===== src/rtl/rvmyth_out_uart_tx.sv =====
// RVMyth output observer: captures changes on the core's 10-bit out bus,
// queues them in a small FIFO and serializes each one as two 8N1 UART bytes
// (high byte tagged with bit 7 = 1 so a receiver can resynchronize).
module rvmyth_out_uart_tx #(
   parameter int CLKS_PER_BIT = 16,
   parameter int FIFO_DEPTH   = 8
) (
   input  logic                          clk,
   input  logic                          reset,
   input  logic [9:0]                    core_out,
   output logic                          tx,
   output logic                          busy,
   output logic                          overflow,
   output logic [$clog2(FIFO_DEPTH):0]   fifo_level
);

   localparam int PTR_W  = $clog2(FIFO_DEPTH);
   localparam int BAUD_W = $clog2(CLKS_PER_BIT);
   localparam logic [BAUD_W-1:0] BAUD_LAST = BAUD_W'(CLKS_PER_BIT - 1);
   localparam logic [PTR_W:0]    LEVEL_FULL = (PTR_W + 1)'(FIFO_DEPTH);

   localparam logic [1:0] S_IDLE  = 2'd0;
   localparam logic [1:0] S_START = 2'd1;
   localparam logic [1:0] S_DATA  = 2'd2;
   localparam logic [1:0] S_STOP  = 2'd3;

   // capture / FIFO bookkeeping
   logic [9:0]       prev_reg;
   logic             first_reg;
   logic [PTR_W-1:0] wr_ptr_reg;
   logic [PTR_W-1:0] rd_ptr_reg;
   logic [PTR_W:0]   level_reg;
   logic             overflow_reg;
   logic [9:0]       mem [FIFO_DEPTH];

   // serializer
   logic [1:0]        state_reg;
   logic [BAUD_W-1:0] baud_reg;
   logic [2:0]        bit_reg;
   logic              byte_sel_reg;
   logic [9:0]        hold_reg;
   logic              tx_reg;

   logic       push_req;
   logic       push_ok;
   logic       pop;
   logic [7:0] cur_byte;
   logic [2:0] bit_next;

   // A change (or the very first sample after reset) requests a push; a pop
   // frees a slot on the same edge, so a full FIFO still accepts in that case.
   assign push_req = first_reg || (core_out != prev_reg);
   assign pop      = (state_reg == S_IDLE) && (level_reg != '0);
   assign push_ok  = push_req && ((level_reg < LEVEL_FULL) || pop);
   assign bit_next = bit_reg + 3'd1;
   assign cur_byte = byte_sel_reg ? {3'b000, hold_reg[4:0]}
                                  : {3'b100, hold_reg[9:5]};

   assign tx         = tx_reg;
   assign busy       = (state_reg != S_IDLE) || (level_reg != '0);
   assign overflow   = overflow_reg;
   assign fifo_level = level_reg;

   // Change detection, FIFO pointers, occupancy and sticky overflow flag.
   always_ff @(posedge clk) begin
      if (reset) begin
         prev_reg     <= '0;
         first_reg    <= 1'b1;
         wr_ptr_reg   <= '0;
         rd_ptr_reg   <= '0;
         level_reg    <= '0;
         overflow_reg <= 1'b0;
      end else begin
         prev_reg  <= core_out;
         first_reg <= 1'b0;
         if (push_ok)
            wr_ptr_reg <= wr_ptr_reg + PTR_W'(1);
         if (pop)
            rd_ptr_reg <= rd_ptr_reg + PTR_W'(1);
         if (push_req && !push_ok)
            overflow_reg <= 1'b1;
         case ({push_ok, pop})
            2'b10:   level_reg <= level_reg + (PTR_W + 1)'(1);
            2'b01:   level_reg <= level_reg - (PTR_W + 1)'(1);
            default: level_reg <= level_reg;
         endcase
      end
   end

   // Sample storage with registered read into the hold register on pop.
   always_ff @(posedge clk) begin
      if (push_ok)
         mem[wr_ptr_reg] <= core_out;
      if (pop)
         hold_reg <= mem[rd_ptr_reg];
   end

   // Two-byte 8N1 serializer; tx is driven only from this register.
   always_ff @(posedge clk) begin
      if (reset) begin
         state_reg    <= S_IDLE;
         baud_reg     <= '0;
         bit_reg      <= '0;
         byte_sel_reg <= 1'b0;
         tx_reg       <= 1'b1;
      end else begin
         case (state_reg)
            S_IDLE: begin
               tx_reg <= 1'b1;
               if (pop) begin
                  state_reg    <= S_START;
                  baud_reg     <= '0;
                  byte_sel_reg <= 1'b0;
                  tx_reg       <= 1'b0;
               end
            end
            S_START: begin
               if (baud_reg == BAUD_LAST) begin
                  baud_reg  <= '0;
                  bit_reg   <= '0;
                  state_reg <= S_DATA;
                  tx_reg    <= cur_byte[0];
               end else begin
                  baud_reg <= baud_reg + BAUD_W'(1);
               end
            end
            S_DATA: begin
               if (baud_reg == BAUD_LAST) begin
                  baud_reg <= '0;
                  if (bit_reg == 3'd7) begin
                     state_reg <= S_STOP;
                     tx_reg    <= 1'b1;
                  end else begin
                     bit_reg <= bit_next;
                     tx_reg  <= cur_byte[bit_next];
                  end
               end else begin
                  baud_reg <= baud_reg + BAUD_W'(1);
               end
            end
            S_STOP: begin
               if (baud_reg == BAUD_LAST) begin
                  baud_reg <= '0;
                  if (!byte_sel_reg) begin
                     state_reg    <= S_START;
                     byte_sel_reg <= 1'b1;
                     tx_reg       <= 1'b0;
                  end else begin
                     state_reg <= S_IDLE;
                  end
               end else begin
                  baud_reg <= baud_reg + BAUD_W'(1);
               end
            end
            default: begin
               state_reg <= S_IDLE;
               tx_reg    <= 1'b1;
            end
         endcase
      end
   end

endmodule


===== config.mk =====
export PLATFORM = sky130hd
export DESIGN_NAME = rvmyth_out_uart_tx
export DESIGN_NICKNAME = d
export VERILOG_FILES = /design/src/rtl/rvmyth_out_uart_tx.sv
export SDC_FILE = /design/constraint.sdc
export NUM_CORES = 1
export LEC_CHECK = 0
export CAP_MARGIN = 20
export CORE_AREA = 2 2 124 102
export CTS_BUF_LIST = sky130_fd_sc_hd__clkbuf_4
export CTS_CLUSTER_DIAMETER = 80
export DETAILED_ROUTE_END_ITERATION = 6
export DIE_AREA = 0 0 126 104
export GPL_TIMING_DRIVEN = 0
export PLACE_DENSITY = 0.72
export SETUP_SLACK_MARGIN = 0.4
export SKIP_CTS_REPAIR_TIMING = 1
export SYNTH_ARGS = -nofsm -noshare
export SYNTH_HDL_FRONTEND = slang
export SYNTH_SLANG_ARGS = --single-unit
export TNS_END_PERCENT = 50

===== constraint.sdc =====
create_clock -name clk -period 3.1 [get_ports clk]
set_input_delay 0.31 -clock clk [delete_from_list [all_inputs] [get_ports clk]]
set_output_delay 0.31 -clock clk [all_outputs]
set_load 0.01 [all_outputs]

; ---- Word level (Yosys, flattened, before mapping)
; Memory sizes are Yosys's and may differ from the RTL's. A register that Yosys moved wholly into a read port is not among the register bits.
; Index checks and enable logic that the tools add are counted.
[totals]
regBits = 33
input_bits = 12
romBits = 0
out_inout_bits = 7
n_memories = 1
latchBits = 0
mem_bits_rw = 80
wordCells = 84
[memory_table]
columns = memory, words, word_bits, rd, rd_ports_with_merged_regs, wr, line
row1 = mem, 8, 10, 1, 1, 1, 34  ; logic [9:0] mem [FIFO_DEPTH];
[classes]
shift = 0
bitwise = 0
addsub = 6
eq_ne = 15
reduce_logical = 18
magnitude_cmp = 2
n_mul = 0
div = 0
n_mux = 31
[op_table]
columns = cell, n
row1 = $pmux W4 S2, 2
row2 = $ne A2 B2 Y1 const B, 7
row3 = $mux W1, 13
row4 = $mux W2, 5
row5 = $ne A10 B10 Y1, 1
row6 = $add A3 B1 Y3 const B, 3
row7 = $mux W3, 3
row8 = $add A4 B1 Y4 const B, 2
row9 = $mux W4, 2
row10 = $mux W8, 1
row11 = $pmux W2 S4, 1
row12 = $reduce_and A4 Y1, 2
row13 = $reduce_bool A2 Y1, 4
row14 = $eq A2 B2 Y1 const B, 3
row15 = $pmux W3 S2, 1
row16 = $reduce_and A5 Y1, 1
row17 = $eq A2 B1 Y1 const B, 2
row18 = $eq A4 B4 Y1 const B, 1
row19 = $lt A3 B4 Y1 const B, 1
row20 = $lt A4 B4 Y1 const B, 1
row21 = $pmux W1 S4, 1
row22 = $reduce_bool A4 Y1, 1
row23 = $sub A4 B1 Y4 const B, 1
row24 = $bmux W1 S3, 1
row25 = 8 further kinds, 12

; ---- Longest topological paths before layout
[logic_depth]
word_depth = 6
ltp_mapped = 11
mapped_depth_nobuf = 11

; ---- Least setup slack after synthesis
; No wires, ideal clock.
[synth_path]
path_kind = input to register
startpoint = input port core_out[5]
endpoint = register level_reg[2], in the netlist fifo_level[2]
setup_ns = 0.071
path_slack_ns = 0.413
n_path_buf = 1
stages = 11
t_required_ns = 3.029
arrival_time_ns = 2.617
path_cell_list = xor2_1 > or4_4 > buf_6 > o31ai_4 > ha_1 > xor2_1 > ha_1 > a21oi_1 > xor2_1 > or3_1 > a21oi_1
[synth_via]
elab_chain_cells = 5
elab_cells_between_ends = 7
classes_between = eq/ne: 3 / mux: 1 / reduce/logical: 3
[synth_lines]
columns = item, line
row1 = start: declaration, 10  ; input logic [9:0] core_out,
row2 = $ne A10 B10 Y1 *, 52  ; assign push_req = first_reg || (core_out != prev_reg);
row3 = $logic_or A1 B1 Y1 *, 52
row4 = $logic_and A1 B1 Y1 *, 54  ; assign push_ok = push_req && ((level_reg < LEVEL_FULL) || pop);
row5 = $eq A2 B1 Y1 / $eq A2 B2 Y1 (equally long branches), 82  ; case ({push_ok, pop})
row6 = $pmux W4 S2 / $reduce_bool A2 Y1 (equally long branches), -
row7 = end signal: assignment, 83  ; 2'b10: level_reg <= level_reg + (PTR_W + 1)'(1);
row8 = end signal: assignment, 84  ; 2'b01: level_reg <= level_reg - (PTR_W + 1)'(1);
row9 = end signal: assignment, 85  ; default: level_reg <= level_reg;
row10 = end: declaration, 32  ; logic [PTR_W:0] level_reg;
; Mark *: on every way between the ends. The rest lies on a longest branch, timed or not.
; A chain may end at the register's enable or synchronous reset.

; ---- Worst setup path after layout
[layout_path]
startpoint = input port core_out[2]
endpoint = register level_reg[2], in the netlist fifo_level[2]
; The elaborated chain is that of the path after synthesis.

==> results.md <==
* CP Launch Type: primary input
* Final worst path period share at between 90% and 100%
* Utilization after layout at roughly 50%
* Final Skew at 0.01749 ns
* Mapped cell area at 0.005235 mm^2
* Most frequent cells in the layout: edfxtp_1, dfxtp_1, mux4_2
* Hold depth at 1
* Pwr/cell area at around 810 mW/mm^2
* Layout cells sized above 1 at a little under a quarter
* R2R Path End: fifo_level[2]
* Crit Path Class: primary input to flop
* Min Clock Period, post-route at 2.803 ns
* Placed instance count at 530
* Count of input and output buffers at 18
* Hold Path End: mem[5][5]
* Sum of routed wire length over all layers at approximately 9700 um
* Gr ovfl total at 0
* Fmax at 0.3568 GHz
* Outcome: finished clean
* Floorplan Core Area at around 0.012 mm^2
* Starting density of the core at 44.02%
* H-tree depth at 4
* Max Cap Viol at 0
* Post-synthesis sequential area ratio at between 60% and 70%
* FFs w/ async S/R, synth at 0%
* Max reg flops at 80
* Register area at between 0.003 and 0.004 mm^2
* Layout Cells excl Fill at between 500 and 600
* Hold slack at 0.2159 ns
* Pre-antenna DRT Iters at 4
* CTS clk-pin slew, worst paths at roughly 0.12 ns
* Hpwl dp at ~6700 um
* Top FF cell, synth: edfxtp_1
* Number of global-route vias before repair at between 2000 and 3000
* Post-DR vias/cell at 5.335
* Unrepaired setup endpoints after global routing: yes
* Hold wc startpoint: core_out[5]
* Initial antenna violation count at 0
* FF-to-FF Start: prev_reg[5]
* Commonest non-fill, non-tap cell in the layout: edfxtp_1
* EDFF count, synth at 90
* Setup-failing EPs final at 0
* Worst slew margin at between 40% and 50%
* Vias at around 3000
* Full die area at around 0.013 mm^2
* P&R area growth vs syn at 15.30%
* Layout Nets at ~420
* First-pass GRT wire length at ~16000 um
* Final Hold Viols at 0
* Row cnt at 36
* Setup ws final at 0.2973 ns
* Worst setup EP type: flop
* Clock Path Buffers at 2
* Post-Synthesis Cells at between 300 and 400
* Largest net degree at the start of global routing at 18
* Die H at around 100 um
* R2r setup slk at roughly 0.33 ns
* DR iter-0 viols at approximately 250
* # clock sinks at 123
* Max Fanout on Critical Path at 10
* Fillers at 1019
* Pre-CTS WS at -0.6142 ns
* Lkg Pwr at approximately 0.002 uW
* CTS buffer count at 17
* Crit path arrival time at 3.24 ns
* Max IR drop VDD at around 0.00048 V
* Unique masters post-synth at between 40 and 50
* GPL Wtd Cong at about 0.8
* Ant diodes at 0
* TritonCTS clock tree: done
* Mapped Nets at 377
* Worst-Margin Slew at 0.8247 ns
* Post-Syn Area per Cell at around 15 um^2
* Cell at the root of the clock tree: clkbuf_4
* Worst R2R Path Depth at 11
* Synth warnings at 0
* DR DRC count at 0
* Max-slew violations at 0
* FF+latch count, synth at between 100 and 150
* IO Count at 19
* Area of the multi-input gates at approximately 0.0018 mm^2
* DIE WIDTH at ~130 um
* Clk_lat worst skew at about 0.52 ns
* Tot GR Track Use at 15.84%
* WL/cell at 17.19 um
* Setup TNS at 0 ns
* CP required at ~3.5 ns
* Detail Route Antenna Nets at 0
* HP Class: primary input to flop
-- metal layers --
metal | part of all wire, % | up-vias | track usage, %
met5 | 0 | - | 0
met4 | 0.92 | 0 | 6.750
met3 | 4.8 | 8 | 4.424
met2 | 48 | 77 | 24.12
met1 | 46 | 1470 | 21.41
li1 | - | 1454 | -
-- through the flow --
| stage | area [um^2] | power, uW |
|---|---|---|
| after floorplan | 5235 | 3351 |
| after global placement | 5605 | 3747 |
| after detailed placement | 5732 | 3879 |
| after CTS | 5988 | 4904 |
| after global routing | 6036 | 5166 |
| final | 6036 | 4873 |
-- cell usage after synthesis, types with 3 or more instances --
cell	n	share of area, %
mux2_2	11	2.4
a211oi_1	4	0.57
nand4_1	3	0.36
a22oi_1	4	0.57
clkbuf_1	13	0.93
nor2b_1	19	2.3
o21ai_1	7	0.67
nor4b_1	5	0.84
dfxtp_1	33	13
nor3_1	4	0.38
xnor2_1	8	1.3
xor2_1	7	1.2
nand2_1	13	0.93
mux4_2	20	8.6
nor4_1	5	0.60
nand3_1	8	0.76
edfxtp_1	90	52
a21oi_1	15	1.4
mux2i_1	8	1.5
o21ai_0	4	0.38
ha_1	13	3.1
inv_1	11	0.79
nor2_1	15	1.1
-- area by class of cell --
class | count | area share [%]
buffer | 17 | 1.265
clock buffer | 18 | 2.239
clock inverter | 14 | 2.011
inverter | 12 | 0.7463
multi-input combinational | 200 | 30.24
sequential | 123 | 55.72
tap | 152 | 3.151
timing repair buffer | 28 | 4.623
-- critical path: stages --
cell,delay [ns]
clkdlybuf4s50_1,0.58
xor2_1,0.22
or4_4,0.42
buf_6,0.15
o31ai_4,0.30
ha_2,0.25
xor2_1,0.15
ha_1,0.17
a21oi_1,0.05
xor2_1,0.17
or3_1,0.33
a21oi_2,0.14
-- worst max path at each step --
stage	to	startpoint
after floorplan	fifo_level[2]	core_out[5]
after global placement	mem[2][1]	core_out[8]
after detailed placement	fifo_level[3]	core_out[5]
after CTS	fifo_level[2]	core_out[5]
after global routing	fifo_level[2]	prev_reg[5]
final	fifo_level[2]	core_out[2]
-- report_power, final --
group	total [uW]	switching (uW)	internal (uW)
sequential	2340	148	2190
clock	1020	617	408
combinational	1510	822	687
total	4870	1590	3290
-- cell families (layout without fill, tap and decap cells) --
kind of cell               after synthesis  after routing  synth area share (%)
AOI/OAI and AO/OA                       46             46                 5.832
xor gates and xnor gates                15             15                 2.510
adders and majority gates               13             13                 3.107
DFF                                    123            123                 64.24
buffers and inverters                   29             89                 2.270
and+or+nand+nor                         87             87                 9.537
muxes                                   39             39                 12.50
(Power assumes the default switching activity.)
